===== src/rtl/periph_bus_pkg.sv =====
// Shared types, default address map and decode helper for the peripheral bus arbiter.
package periph_bus_pkg;

    typedef enum logic [1:0] {
        IDLE = 2'd0,
        BUSY = 2'd1,
        RESP = 2'd2
    } state_e;

    typedef enum logic [1:0] {
        NONE = 2'd0,
        DMEM = 2'd1,
        UART = 2'd2
    } target_e;

    localparam logic [31:0] DEF_DMEM_BASE      = 32'h0010_0000;
    localparam int unsigned DEF_DMEM_SIZE      = 65536;
    localparam logic [31:0] DEF_UART_BASE      = 32'h0100_0000;
    localparam int unsigned DEF_UART_SIZE      = 16;
    localparam int unsigned DEF_TIMEOUT_CYCLES = 255;

    // Window end is formed in 33 bits so a window touching 4 GiB never wraps to 0.
    function automatic logic in_window(input logic [31:0] addr,
                                       input logic [31:0] base,
                                       input logic [32:0] size);
        logic [32:0] a;
        logic [32:0] lo;
        logic [32:0] hi;
        a  = {1'b0, addr};
        lo = {1'b0, base};
        hi = lo + size;
        return (a >= lo) && (a < hi);
    endfunction

endpackage


===== src/rtl/periph_bus_arbiter_rr.sv =====
// Two-way round-robin pick: with both requesting, the master not granted last wins.
module rr_arbiter2 (
    input  logic [1:0] req,
    input  logic       last,
    output logic [1:0] grant
);

    always_comb begin
        grant = 2'b00;
        case (req)
            2'b01:   grant = 2'b01;
            2'b10:   grant = 2'b10;
            2'b11:   grant = last ? 2'b01 : 2'b10;
            default: grant = 2'b00;
        endcase
    end

endmodule


===== src/rtl/periph_bus_arbiter.sv =====
// Two-master, two-slave single-outstanding bus arbiter (DMEM + UART windows).
// Optional BUSY timeout is enabled by defining PERIPH_BUS_TIMEOUT_EN.
module periph_bus_arbiter
    import periph_bus_pkg::*;
#(
    parameter logic [31:0] DMEM_BASE      = DEF_DMEM_BASE,
    parameter int unsigned DMEM_SIZE      = DEF_DMEM_SIZE,
    parameter logic [31:0] UART_BASE      = DEF_UART_BASE,
    parameter int unsigned UART_SIZE      = DEF_UART_SIZE,
    parameter int unsigned TIMEOUT_CYCLES = DEF_TIMEOUT_CYCLES
) (
    input  logic        clk_i,
    input  logic        rst_i,

    input  logic        m0_req_i,
    input  logic        m0_we_i,
    input  logic [31:0] m0_addr_i,
    input  logic [31:0] m0_wdata_i,
    input  logic [3:0]  m0_wstrb_i,
    output logic        m0_gnt_o,
    output logic        m0_rvalid_o,
    output logic [31:0] m0_rdata_o,
    output logic        m0_err_o,

    input  logic        m1_req_i,
    input  logic        m1_we_i,
    input  logic [31:0] m1_addr_i,
    input  logic [31:0] m1_wdata_i,
    input  logic [3:0]  m1_wstrb_i,
    output logic        m1_gnt_o,
    output logic        m1_rvalid_o,
    output logic [31:0] m1_rdata_o,
    output logic        m1_err_o,

    output logic        dmem_req_o,
    output logic        uart_req_o,
    output logic        s_we_o,
    output logic [31:0] s_addr_o,
    output logic [31:0] s_wdata_o,
    output logic [3:0]  s_wstrb_o,

    input  logic        dmem_rvalid_i,
    input  logic [31:0] dmem_rdata_i,
    input  logic        uart_rvalid_i,
    input  logic [31:0] uart_rdata_i
);

    localparam logic [32:0] DMEM_SIZE_W = 33'(DMEM_SIZE);
    localparam logic [32:0] UART_SIZE_W = 33'(UART_SIZE);

    state_e      state_q, state_d;
    target_e     target_q, target_d;
    logic        owner_q, owner_d;
    logic        last_q, last_d;
    logic        err_q, err_d;
    logic [31:0] rdata_q, rdata_d;

`ifdef PERIPH_BUS_TIMEOUT_EN
    localparam logic [7:0] TO_LAST = 8'(TIMEOUT_CYCLES - 1);
    logic [7:0] cnt_q, cnt_d;
`else
    logic unused_timeout_cfg;
    assign unused_timeout_cfg = ^TIMEOUT_CYCLES;
`endif

    logic        arb_en;
    logic [1:0]  grant;
    logic        win_sel;
    logic        win_we;
    logic [31:0] win_addr;
    logic [31:0] win_wdata;
    logic [3:0]  win_wstrb;
    logic        hit_dmem;
    logic        hit_uart;
    logic        tgt_rvalid;
    logic [31:0] tgt_rdata;

    // Arbitration is only open in IDLE and outside reset, so gnt stays low otherwise.
    assign arb_en = (state_q == IDLE) && !rst_i;

    rr_arbiter2 u_rr (
        .req   ({m1_req_i, m0_req_i} & {2{arb_en}}),
        .last  (last_q),
        .grant (grant)
    );

    assign win_sel   = grant[1];
    assign win_we    = win_sel ? m1_we_i    : m0_we_i;
    assign win_addr  = win_sel ? m1_addr_i  : m0_addr_i;
    assign win_wdata = win_sel ? m1_wdata_i : m0_wdata_i;
    assign win_wstrb = win_sel ? m1_wstrb_i : m0_wstrb_i;

    assign hit_dmem = in_window(win_addr, DMEM_BASE, DMEM_SIZE_W);
    assign hit_uart = !hit_dmem && in_window(win_addr, UART_BASE, UART_SIZE_W);

    assign tgt_rvalid = ((target_q == DMEM) && dmem_rvalid_i) ||
                        ((target_q == UART) && uart_rvalid_i);
    assign tgt_rdata  = (target_q == UART) ? uart_rdata_i : dmem_rdata_i;

    always_comb begin
        state_d    = state_q;
        target_d   = target_q;
        owner_d    = owner_q;
        last_d     = last_q;
        err_d      = err_q;
        rdata_d    = rdata_q;
        dmem_req_o = 1'b0;
        uart_req_o = 1'b0;
        s_we_o     = 1'b0;
        s_addr_o   = '0;
        s_wdata_o  = '0;
        s_wstrb_o  = '0;
`ifdef PERIPH_BUS_TIMEOUT_EN
        cnt_d      = cnt_q;
`endif
        case (state_q)
            IDLE: begin
                if (grant != 2'b00) begin
                    owner_d = win_sel;
                    last_d  = win_sel;
                    if (hit_dmem || hit_uart) begin
                        dmem_req_o = hit_dmem;
                        uart_req_o = hit_uart;
                        s_we_o     = win_we;
                        s_addr_o   = win_addr;
                        s_wdata_o  = win_wdata;
                        s_wstrb_o  = win_wstrb;
                        target_d   = hit_dmem ? DMEM : UART;
                        state_d    = BUSY;
`ifdef PERIPH_BUS_TIMEOUT_EN
                        cnt_d      = '0;
`endif
                    end else begin
                        target_d = NONE;
                        err_d    = 1'b1;
                        rdata_d  = '0;
                        state_d  = RESP;
                    end
                end
            end
            BUSY: begin
                if (tgt_rvalid) begin
                    rdata_d = tgt_rdata;
                    err_d   = 1'b0;
                    state_d = RESP;
`ifdef PERIPH_BUS_TIMEOUT_EN
                end else if (cnt_q == TO_LAST) begin
                    rdata_d = '0;
                    err_d   = 1'b1;
                    state_d = RESP;
                end else begin
                    cnt_d = cnt_q + 8'd1;
`endif
                end
            end
            RESP: begin
                target_d = NONE;
                state_d  = IDLE;
            end
            default: state_d = IDLE;
        endcase
    end

    always_ff @(posedge clk_i or posedge rst_i) begin
        if (rst_i) begin
            state_q  <= IDLE;
            target_q <= NONE;
            owner_q  <= 1'b0;
            last_q   <= 1'b1;
            err_q    <= 1'b0;
`ifdef PERIPH_BUS_TIMEOUT_EN
            cnt_q    <= '0;
`endif
        end else begin
            state_q  <= state_d;
            target_q <= target_d;
            owner_q  <= owner_d;
            last_q   <= last_d;
            err_q    <= err_d;
`ifdef PERIPH_BUS_TIMEOUT_EN
            cnt_q    <= cnt_d;
`endif
        end
    end

    // Read data is only observed when qualified by rvalid, so it needs no reset.
    always_ff @(posedge clk_i) begin
        rdata_q <= rdata_d;
    end

    assign m0_gnt_o    = grant[0];
    assign m1_gnt_o    = grant[1];
    assign m0_rvalid_o = (state_q == RESP) && !owner_q;
    assign m1_rvalid_o = (state_q == RESP) &&  owner_q;
    assign m0_rdata_o  = m0_rvalid_o ? rdata_q : '0;
    assign m1_rdata_o  = m1_rvalid_o ? rdata_q : '0;
    assign m0_err_o    = m0_rvalid_o && err_q;
    assign m1_err_o    = m1_rvalid_o && err_q;

endmodule

===== config.mk =====
export PLATFORM = sky130hd
export DESIGN_NAME = periph_bus_arbiter
export DESIGN_NICKNAME = d
export VERILOG_FILES = /design/src/rtl/periph_bus_pkg.sv /design/src/rtl/periph_bus_arbiter_rr.sv /design/src/rtl/periph_bus_arbiter.sv
export SDC_FILE = /design/constraint.sdc
export NUM_CORES = 1
export LEC_CHECK = 0
export ABC_AREA = 1
export ABC_CLOCK_PERIOD_IN_PS = 6100
export CAP_MARGIN = 20
export CORE_AREA = 2 2 136 138
export DETAILED_ROUTE_END_ITERATION = 16
export DIE_AREA = 0 0 138 140
export PLACE_DENSITY = 0.7
export SYNTH_ARGS = -nofsm -noshare
export SYNTH_HDL_FRONTEND = slang
export SYNTH_SLANG_ARGS = --single-unit

===== constraint.sdc =====
create_clock -name clk_i -period 6.1 [get_ports clk_i]
set_input_delay 0.915 -clock clk_i [delete_from_list [all_inputs] [get_ports clk_i]]
set_output_delay 0.915 -clock clk_i [all_outputs]
set_load 0.005 [all_outputs]

Word level (Yosys, flattened, before mapping)
Cells that the tools add are included.

Flip-flop bits (word level): 39. Input bits: 208. Output and inout port bits: 141. Logic and storage cells: 87.

Order comparisons: 4. Eq/ne operators: 10. Mux-type cells: 43. Bitwise logic cells: 1. Reductions and logical operators: 23.

Operator list (count): $mux 32 (14); $pmux 32 s2 (1); $ge 32x21->1 const B (1); $ge 32x25->1 const B (1); $lt 32x21->1 const B (1); $lt 32x25->1 const B (1); $mux 4 (4); $mux 2 (7); $mux 1 (13); $logic_and 1x1->1 (10); $eq 2x2->1 const B (4); $pmux 2 s2 (2); $eq 2x1->1 const B (3); $pmux 2 s3 (1); $reduce_and 2->1 (3); $reduce_bool 2->1 (3); $ne 2x2->1 const B (2); $reduce_and 4->1 (1); $logic_not 1->1 (3); $and 2x2->2 (1); $logic_not 2->1 (1); $logic_or 1x1->1 (2); $ne 2x1->1 const B (1); $pmux 1 s2 (1).

Depth between registers and ports, before layout
Gate-level depths: netlist of the first run.

Depth after elaboration: 14. Depth in mapped cells: 17. Depth with buffers taken out: 16.

Modules after synthesis
Synthesis of the first run repeated with hierarchy kept, for this count alone.

Cell total of the unflattened synthesis: 640. Area total of the unflattened synthesis: 3808.7 um^2.

Modules (own cells, without submodules): periph_bus_arbiter (instances 1, cells each 635, area each 3787.4 um^2, sequential area each 1137.3 um^2); rr_arbiter2 (instances 1, cells each 5, area each 21.3 um^2, sequential area each 0.0 um^2).

Least setup slack after synthesis of the first run
No wires, ideal clock.

Path kind: input-to-output. Start: input port rst_i. End: output port s_wdata_o[21]. Arrival: 2.483 ns. Required time: 5.185 ns. Path slack: 2.702 ns. Stages on the path: 16. Buffers on the path: 3. Path through: inv_1 nand2_4 nor2_4 buf_4 nand2_1 nand2_1 nand2_1 nor2_1 nand2_1 nor2_1 nand2_1 nand2_1 nand2_2 buf_6 buf_6 a21oi_2.

Longest elaborated chain between the ends: 14. Elaborated cells between the ends (all ways): 22. Classes of those cells: order compare: 4; eq/ne: 3; mux: 6; bitwise: 1; reduce/logical: 8.

RTL lines: from (decl) (line periph_bus_arbiter.sv:13) `input logic rst_i,`; $logic_not 1->1 (no line) *; $logic_and 1x1->1 * (line periph_bus_arbiter.sv:79) `assign arb_en = (state_q == IDLE) && !rst_i;`; $and 2x2->2 * (line periph_bus_arbiter.sv:82) `.req ({m1_req_i, m0_req_i} & {2{arb_en}}),`; $eq 2x2->1 / $eq 2x1->1 (equally long branches) (line periph_bus_arbiter_rr.sv:10) `case (req)`; $pmux 2 s3 * (line periph_bus_arbiter_rr.sv:10); $mux 32 (line periph_bus_arbiter.sv:89) `assign win_addr = win_sel ? m1_addr_i : m0_addr_i;`; $ge 32x21->1 / $lt 32x21->1 (equally long branches) (line periph_bus_pkg.sv:32) `return (a >= lo) && (a < hi);`; $logic_and 1x1->1 (line periph_bus_pkg.sv:32); $logic_not 1->1 (line periph_bus_arbiter.sv:94) `assign hit_uart = !hit_dmem && in_window(win_addr, UART_BASE, UART_SIZE_W);`; $logic_and 1x1->1 (line periph_bus_arbiter.sv:94); $logic_or 1x1->1 (line periph_bus_arbiter.sv:121) `if (hit_dmem || hit_uart) begin`; $mux 32 (line periph_bus_arbiter.sv:121); $mux 32 * (line periph_bus_arbiter.sv:118) `if (grant != 2'b00) begin`; $mux 32 * (line periph_bus_arbiter.sv:116) `case (state_q)`; to (decl) (line periph_bus_arbiter.sv:39) `output logic [31:0] s_wdata_o,`.

Every way passes the cells marked *; elsewhere a longest branch is shown, timed or not.

Worst setup path in the final report of the first run
Start: input port rst_i. End: output port s_wdata_o[7].

The elaborated chain is that of the path after synthesis.

==> impl_metrics.toml, run 1 <==
[detailed_routing]
routed_wl_um = 16020
dr.pass1.iters = 4
vias_per_cell = 4.182
num_vias = 4930
drc = 0
avgRoutedWirePerCell_um = 13.59
drtIter0Drc = 168
ant_nets = 0

[placement]
gp_congestion = 0.8868
hpwl_um = 13310
io_buffers = 334
post-place-cells = 1171

[clocking]
clkLatencyLatePin_ns = 0.29
root_buffer = "clkbuf_16"
cts_resized = 0
cts_sinks = 39
cts_tree = "yes"
cts_hold_buf = 0
cts_made_buffers = 5
cts.clk_slew.worst_paths_ns = 0.06
ctsHtreeMaxLevel = 2
post-cts-setup-buffers = 0
cts_buffer_depth = 2

[power]
power_mw = 1.054
swShare_pct = 29.53
p_sw_mw = 0.3114
p_leak_nw = 3.189
seq_power_share_pct = 31.7
pwr-share-comb_pct = 39.9
p_clk_share_pct = 28.4
p_int_mw = 0.7430
powerDensity_nw_per_um2 = 144.0
peakVddDrop_uv = 88.99

[cells_and_area]
area_growth_pct = 98.17
fillCellCount = 1877
instances_no_fill = 1179
antenna_cells = 0
final_layout_size_suffix_gt1_share_pct = 4.316
final_nets = 1157
final_util_pct = 41.18

[floorplan]
chipWidth_um = 138
io_pins = 349
die_area_um2 = 19320
core_um2 = 17780
initial_utilization_pct = 20.78
rows = 49
die_h_um = 140

[worst_setup_path]
cp-start-kind = "input pin"
cp.required_ns = 5.18
crit_arrival_ns = 4.01
cp_max_fo = 30
end_kind = "output port"
critPathKind = "in2out"

[yosys]
synth_area_um2 = 3695
ys_types = 25
syn_avg_cell_area_um2 = 5.809
synth_cells = 636
yosysSeqAreaShare_pct = 30.78
yosysWarningCount = 0
synth_seq_cells = 39

[timing]
whs_ns = 0.4849
fin_tns_setup_ns = 0
slew_viol_final = 0
hold_violations = 0
relSlewSlack_pct = 30.67
rsz0062_at_grt = "no"
final.min_clock_period_ns = 4.927
fmax_mhz = 203.0
worstMarginPinSlew_ns = 1.039
fin_crit_sh_pct = 80.77
finClkSkew_ns = 0.006874
setup_viol = 0

[grt]
grt_usage_pct = 15.94
grt_pass1_wl_um = 25020
first_global_vias = 4878
grt-ovfl-total = 0
grt_max_degree = 40
antenna_found_initial = 1

[outcome]
status = "completed"

[min_path]
min_path_type = "reg2reg"

[run]
maxCapViolCount = 0
## registers in the layout, summed over array words and instances (netlist names)
signal	flops
last_q	1
target_q	2
rdata_q	32
state_q	2
err_q	1
owner_q	1
## final timing paths
| kind | startpoint | endpoint | slack (ns) | cells after the start |
|---|---|---|---|---|
| max | rst_i | s_wdata_o[7] | 1.17 | 15 |
| min | err_q | err_q | 0.48 | 2 |
| max reg2reg | last_q | rdata_q[21] | 3.24 | 15 |
| min reg2reg | err_q | err_q | 0.48 | 2 |
| max in group asynchronous | rst_i | last_q | 4.82 | 2 |
| min in group asynchronous | rst_i | target_q[0] | 0.98 | 2 |
## logic make-up (layout without fill, tap and decap cells)
group	after synthesis	count (layout)	share of synthesized area (%)
flip-flops	39	39	30.78
AO/OA/AOI/OAI	93	93	13.99
other	1	14	0.1015
AND/OR/NAND/NOR	370	370	38.77
buffers and inverters	133	434	16.36
## power groups by stage
stage | Clock [mW] | Combinational (mW) | Sequential [mW]
floorplan | 0 | 0.176 | 0.338
global placement | 0 | 0.427 | 0.339
detailed placement | 0 | 0.424 | 0.340
CTS | 0.307 | 0.426 | 0.335
global route | 0.316 | 0.466 | 0.337
finish | 0.299 | 0.421 | 0.334
## per-stage QoR
step	setup slack [ns]	area, um^2
CTS	1.114	7322
detailed placement	1.125	7153
floorplan	2.702	3744
finish	1.173	7322
global route	0.7862	7322
global placement	1.231	7153
## cell usage after synthesis
cell / number / area, um^2
a21oi_1: 36 / 180.2
nand2_4: 1 / 11.26
dfstp_2: 1 / 26.28
conb_1: 1 / 3.750
nand2_1: 189 / 709.4
buf_1: 6 / 22.52
nor2_4: 2 / 22.52
o21bai_1: 5 / 37.54
inv_2: 3 / 11.26
buf_2: 3 / 15.01
nor2_2: 1 / 6.260
o21ai_0: 39 / 195.2
inv_1: 78 / 292.8
edfxtp_1: 32 / 960.9
nand2_2: 4 / 25.02
a31oi_1: 1 / 6.260
a21oi_2: 10 / 87.58
clkinv_1: 2 / 7.510
buf_6: 5 / 56.30
nor2_1: 166 / 623.1
dfrtp_1: 6 / 150.1
buf_4: 17 / 127.6
o21ai_1: 2 / 10.01
clkbuf_1: 19 / 71.32
nand3_1: 7 / 35.03
## critical path, cell delays in order
cell	delay [ns]
clkdlybuf4s50_1	0.46
inv_1	0.30
nand2_4	0.13
nor2_4	0.24
buf_4	0.26
o21ai_0	0.12
nor2_1	0.10
nand2_1	0.08
nor2_1	0.10
nand3_1	0.11
nand2_1	0.13
nand2_2	0.06
buf_4	0.24
a21oi_1	0.20
clkdlybuf4s50_1	0.55
## placed cells by master (no fill, tap or decap)
master / netlist / final
bufinv_16: 0 / 1
a21oi_1: 36 / 36
nand2_2: 4 / 4
nor2_4: 2 / 2
edfxtp_1: 32 / 32
nor2_1: 166 / 164
a31oi_1: 1 / 1
o21bai_1: 5 / 5
clkinv_1: 2 / 2
dfrtp_1: 6 / 6
buf_4: 17 / 9
a21oi_2: 10 / 10
clkdlybuf4s50_1: 0 / 334
inv_1: 78 / 78
nand2_4: 1 / 1
nand3_1: 7 / 7
nand2_1: 189 / 189
clkbuf_16: 0 / 5
clkinv_4: 0 / 1
clkinv_2: 0 / 1
dfstp_2: 1 / 1
o21ai_1: 2 / 2
conb_1: 1 / 14
nor2_2: 1 / 3
inv_2: 3 / 3
o21ai_0: 39 / 39
## metal layers
layer  GRT usage (%)  wire (um)
met5               0         16
met4           4.887        368
met3           4.171       1315
met2           28.45       7837
met1           18.76       6480
## final cells by class
cell class	count	area, um^2	area share [%]
flip-flops and latches	39	1137	15.53
inverters	83	311.5	4.255
clock inverters	3	43.79	0.5981
repair buffers	343	3411	46.58
well taps	229	286.5	3.913
multi-input cells	477	2007	27.41
clock buffers	5	125.1	1.709
Power figures use the tool's default switching activity.
==> run 2: changes to the inputs <==
--- a/config.mk
+++ b/config.mk
@@ -6,12 +6,12 @@
 export NUM_CORES = 1
 export LEC_CHECK = 0
 export ABC_AREA = 1
-export ABC_CLOCK_PERIOD_IN_PS = 6100
+export ABC_CLOCK_PERIOD_IN_PS = 4700
 export CAP_MARGIN = 20
-export CORE_AREA = 2 2 136 138
+export CORE_AREA = 2 2 134 136
 export DETAILED_ROUTE_END_ITERATION = 16
-export DIE_AREA = 0 0 138 140
-export PLACE_DENSITY = 0.7
+export DIE_AREA = 0 0 136 138
+export PLACE_DENSITY = 0.71
 export SYNTH_ARGS = -nofsm -noshare
 export SYNTH_HDL_FRONTEND = slang
 export SYNTH_SLANG_ARGS = --single-unit
==> constraint.sdc (replaced) <==
create_clock -name clk_i -period 4.7 [get_ports clk_i]
set_input_delay 0.705 -clock clk_i [delete_from_list [all_inputs] [get_ports clk_i]]
set_output_delay 0.705 -clock clk_i [all_outputs]
set_load 0.005 [all_outputs]
==> impl_metrics.toml, run 2 (synthesized netlist as in run 1, its figures left out) <==
[cells_and_area]
design_area_um2 = 7340
largest_register = "rdata_q"
area_growth_pct = 98.65
layout_common_cells = "clkdlybuf4s50_1, nand2_1, nor2_1, inv_1, o21ai_0"
largest_register_ffs = 32
final_layout_size_suffix_gt1_share_pct = 4.215
layout_commonest_cell = "clkdlybuf4s50_1"
antenna_cells = 0
final_nets = 1156
largestRegisters = "rdata_q x32, state_q x2, target_q x2"

[worst_setup_path]
cp-startpoint = "m0_req_i"
cp_common_cell = "nand2_1"
timing.rr.start = "last_q"
slowest_delay_ns = 0.55
end_kind = "output port"
critPathKind = "in2out"
ff2ff_path_depth = 15
cp-start-kind = "input pin"
crit_arrival_ns = 3.69
cp.required_ns = 3.99
ff2ff_setup_slack_ns = 1.95
cp_max_fo = 54
worstPathCellList = "clkdlybuf4s50_1 -> nand2_1 -> nand2_2 -> inv_2 -> nand2_2 -> nand2_1 -> nand2_1 -> nand2_1 -> nor2_1 -> nand2_1 -> nor2_1 -> nand2_1 -> nand2_1 -> nand2_2 -> buf_12 -> a21oi_1 -> clkdlybuf4s50_1"
cp_slowest_cell = "clkdlybuf4s50_1"
r2r-end = "rdata_q[17]"

[detailed_routing]
num_vias = 4932
dr.pass1.iters = 5
drtIter0Drc = 160
routed_wl_um = 15310
drc = 0
vias_per_cell = 4.187
ant_nets = 0
avgRoutedWirePerCell_um = 13.00

[power]
powerDensity_nw_per_um2 = 185.8
peakVddDrop_uv = 141.1
p_leak_nw = 3.194

[timing]
layout_setup_ws_ns = 0.3060
worstMarginPinSlew_ns = 1.052
fin_tns_setup_ns = 0
final.min_clock_period_ns = 4.394
hold_violations = 0
whs_ns = 0.4868
relSlewSlack_pct = 29.81
rsz0062_at_grt = "no"
fin_crit_sh_pct = 93.49
slew_viol_final = 0
setup_viol = 0
finClkSkew_ns = 0.003590
fmax_mhz = 227.6

[clocking]
cts_made_buffers = 5
cts_sinks = 39
ctsHtreeMaxLevel = 2
clkLatencyLatePin_ns = 0.28
cts.clk_slew.worst_paths_ns = 0.06
root_buffer = "clkbuf_16"
cts_resized = 0
post-cts-setup-buffers = 0
cts_buffer_depth = 2
cts_tree = "yes"
cts_hold_buf = 0

[placement]
hpwl_um = 12240
post-place-ws_ns = 0.2586
gp_congestion = 0.8254
place_area_um2 = 7171
io_buffers = 334

[floorplan]
rows = 49
die_h_um = 138
die_area_um2 = 18770
core_um2 = 17530
chipWidth_um = 136
initial_utilization_pct = 21.07
io_pins = 349

[grt]
grt_usage_pct = 15.73
grt_pass1_wl_um = 23830
grt_max_degree = 79
grt-ovfl-total = 0
first_global_vias = 4787
antenna_found_initial = 0

[outcome]
status = "completed"

[min_path]
min_from = "err_q"
min_to = "err_q"
min_path_type = "reg2reg"
hold_depth = 2

[run]
maxCapViolCount = 0
==> run 2: changes by cell type in the layout (fill, tap and decap cells not counted), sizes merged <==
| cell | delta |
|---|---|
| buf | -1 |
==> run 2: worst max-delay path by stage <==
stage	slack, ns	endpoint	depth (start not counted)
5_1_grt	0.002	s_wstrb_o[0]	17
3_5_place_dp	0.26	s_wstrb_o[0]	17
4_1_cts	0.25	s_wstrb_o[0]	17
3_3_place_gp	0.33	s_wstrb_o[0]	15
6_report	0.31	s_addr_o[0]	17
2_1_floorplan	1.72	s_wdata_o[21]	16
==> run 2: where the power goes <==
part / leakage, nW / total [mW] / internal (mW) / switching, mW
sequential: 0.400 / 0.435 / 0.421 / 0.0138
clock: 0.0838 / 0.391 / 0.250 / 0.141
combinational: 2.71 / 0.538 / 0.295 / 0.243
total: 3.19 / 1.36 / 0.966 / 0.398
==> run 2: layout make-up <==
cell class / instances / area [um^2]
repair buffers: 342 / 3428
clock buffers: 5 / 125.1
clock inverters: 3 / 43.79
fillers: 1853 / 10190
flip-flops and latches: 39 / 1137
well taps: 229 / 286.5
inverters: 83 / 311.5
multi-input cells: 477 / 2007
==> run 2: per-layer routing <==
| layer | up-vias | global-route usage (%) | share of wire, % |
|---|---|---|---|
| li1 | 2523 | - | - |
| met1 | 2143 | 17.46 | 38 |
| met2 | 246 | 29.23 | 51 |
| met3 | 20 | 3.777 | 8.9 |
| met4 | 0 | 4.715 | 2.2 |
| met5 | - | 0 | 0 |
==> run 2: through the flow <==
| step | utilization, % | std cells | total power [mW] |
|---|---|---|---|
| after floorplan | - | 649 | 0.6665 |
| after CTS | 41.86 | 1178 | 1.378 |
| final | 41.86 | 1178 | 1.364 |
| after global routing | 41.86 | 1178 | 1.443 |
| after detailed placement | 40.89 | 1170 | 0.9838 |
| after global placement | 40.89 | 1170 | 0.9809 |
==> run 2: critical path, delay by kind of cell <==
| kind | cells | cell delay, ns |
|---|---|---|
| AND/OR/NAND/NOR | 12 | 1.39 |
| buffers and inverters | 4 | 1.28 |
| AO/OA/AOI/OAI | 1 | 0.25 |
==> run 3: changes to the inputs <==
--- a/config.mk
+++ b/config.mk
@@ -6,7 +6,7 @@
 export NUM_CORES = 1
 export LEC_CHECK = 0
 export ABC_AREA = 1
-export ABC_CLOCK_PERIOD_IN_PS = 4700
+export ABC_CLOCK_PERIOD_IN_PS = 4100
 export CAP_MARGIN = 20
 export CORE_AREA = 2 2 134 136
 export DETAILED_ROUTE_END_ITERATION = 16
==> constraint.sdc (replaced) <==
create_clock -name clk_i -period 4.1 [get_ports clk_i]
set_input_delay 0.615 -clock clk_i [delete_from_list [all_inputs] [get_ports clk_i]]
set_output_delay 0.615 -clock clk_i [all_outputs]
set_load 0.005 [all_outputs]
==> impl_metrics.toml, run 3 (synthesized netlist as in run 1, its figures left out) <==
[timing]
setup_viol = 0
slew_viol_final = 0
finClkSkew_ns = 0.002397
fmax_mhz = 249.9
layout_setup_ws_ns = 0.09769
worstMarginPinSlew_ns = 1.041
hold_violations = 0
rsz0062_at_grt = "yes"
fin_crit_sh_pct = 97.62
final.min_clock_period_ns = 4.002
relSlewSlack_pct = 30.54

[detailed_routing]
drtIter0Drc = 175
wl_met1_um = 6108
routed_wl_um = 15780
drc = 0
ant_nets = 0
wl_met2_um = 7949
dr.pass1.iters = 7
avgRoutedWirePerCell_um = 13.30
wl_met3_um = 1337
num_vias = 5020
highest_layer = "met4"
vias_per_cell = 4.229

[worst_setup_path]
ff2ff_path_depth = 15
end_kind = "output port"
cp-start-kind = "input pin"
cp_max_fo = 39
cp_slowest_cell = "clkdlybuf4s50_1"
cp.required_ns = 3.48
crit_arrival_ns = 3.39
worstPathCellList = "clkdlybuf4s50_1 -> nand2_1 -> nand2_4 -> nor2_4 -> buf_12 -> o21ai_0 -> nor2_1 -> nand3_1 -> nor2_1 -> nand2_1 -> nand2_1 -> nand2_2 -> buf_12 -> nor2_1 -> clkdlybuf4s50_1"
critPathKind = "in2out"
slowest_delay_ns = 0.53

[placement]
gp_congestion = 0.7906
hpwl_um = 12540
post-place-ws_ns = -0.04724
io_buffers = 334
post-place-cells = 1174

[floorplan]
die_area_um2 = 18770
core_um2 = 17530
io_pins = 349
rows = 49
die_h_um = 138
chipWidth_um = 136
initial_utilization_pct = 21.07

[power]
p_int_mw = 1.067
power_mw = 1.527
swShare_pct = 30.13
seq_power_share_pct = 32.7
powerDensity_nw_per_um2 = 203.3
p_sw_mw = 0.4600
p_clk_share_pct = 24.2
p_leak_nw = 3.399
pwr-share-comb_pct = 43.1
peakVddDrop_uv = 164.1

[grt]
grt_usage_pct = 15.73
grt_pass1_wl_um = 23820
first_global_vias = 4775
grt_max_degree = 41
antenna_found_initial = 0
grt-ovfl-total = 0

[outcome]
status = "completed"

[cells_and_area]
antenna_cells = 0
largest_register = "rdata_q"
largestRegisters = "rdata_q x32, state_q x2, target_q x2"
final_layout_size_suffix_gt1_share_pct = 5.637
area_growth_pct = 103.3
largest_register_ffs = 32
instances_no_fill = 1187
final_nets = 1165
layout_common_cells = "clkdlybuf4s50_1, nand2_1, nor2_1, inv_1, o21ai_0"
final_util_pct = 42.84
layout_commonest_cell = "clkdlybuf4s50_1"

[clocking]
cts_buffer_depth = 2
root_buffer = "clkbuf_16"
cts_sinks = 39
cts_made_buffers = 5
cts_hold_buf = 0
clkLatencyLatePin_ns = 0.28
ctsHtreeMaxLevel = 2
cts.clk_slew.worst_paths_ns = 0.06
cts_tree = "yes"

[min_path]
min_path_type = "in2async"

[run]
maxCapViolCount = 0
run 3: cell types whose count changed in the layout (fill, tap and decap cells not counted), sizes merged:
| cell | previous run | this run |
|---|---|---|
| buf | 8 | 15 |
| dlymetal6s2s | 0 | 9 |
| clkdlybuf4s50 | 334 | 325 |
| clkbuf | 5 | 7 |
| clkinvlp | 0 | 1 |
| bufinv | 1 | 0 |
run 3: through the flow:
stage	area [um^2]	setup TNS (ns)	hold slack, ns
floorplan	3744	0	0.4419
global placement	7213	-0.03384	0.4712
detailed placement	7213	-0.04724	0.4737
CTS	7357	0	0.4885
global route	7511	-3.305	0.4312
finish	7511	0	0.4175
run 3: worst max-delay path: cells and delay by family:
kind / cells / cell delay, ns
simple gates: 10 / 1.35
buf+inv: 4 / 1.30
compound gates: 1 / 0.10
run 3: path summary, 6_finish.rpt:
path                        startpoint          end  slack, ns
setup / recovery              m0_req_i  s_addr_o[6]        0.1
hold / removal                   rst_i      owner_q       0.42
setup reg to reg            state_q[1]  rdata_q[11]       1.27
hold reg to reg            target_q[1]  target_q[1]       0.49
max in group asynchronous        rst_i       last_q       3.48
min in group clk_i         target_q[1]  target_q[1]       0.49
run 3: metal layers:
layer  global-route usage (%)  vias to the layer above
li1                         -                     2545
met5                        0                        -
met4                    4.879                        0
met3                    3.704                       27
met1                    17.85                     2207
met2                    28.72                      241
run 3: repair_timing:
action                                 CTS  global route
pin swaps                                0             1
buffers inserted                         0             2
gates resized for setup                  1            19
endpoints found under the hold margin    0             0
setup endpoints to repair                1            56
gates cloned                             0             2
run 3: power by group through the flow:
stage	Sequential, mW	Combinational, mW	Clock (mW)
final	0.500	0.658	0.369
after global routing	0.505	0.726	0.397
after CTS	0.501	0.636	0.384
after detailed placement	0.508	0.633	0
after global placement	0.507	0.630	0
after floorplan	0.502	0.262	0
run 3: area by class of cell:
class,instances,area (um^2)
multi-input cells,477,2042
fillers,1836,10020
clock buffers,5,125.1
clock inverters,3,15.01
repair buffers,351,3593
inverters,83,311.5
flip-flops and latches,39,1137
well taps,229,286.5
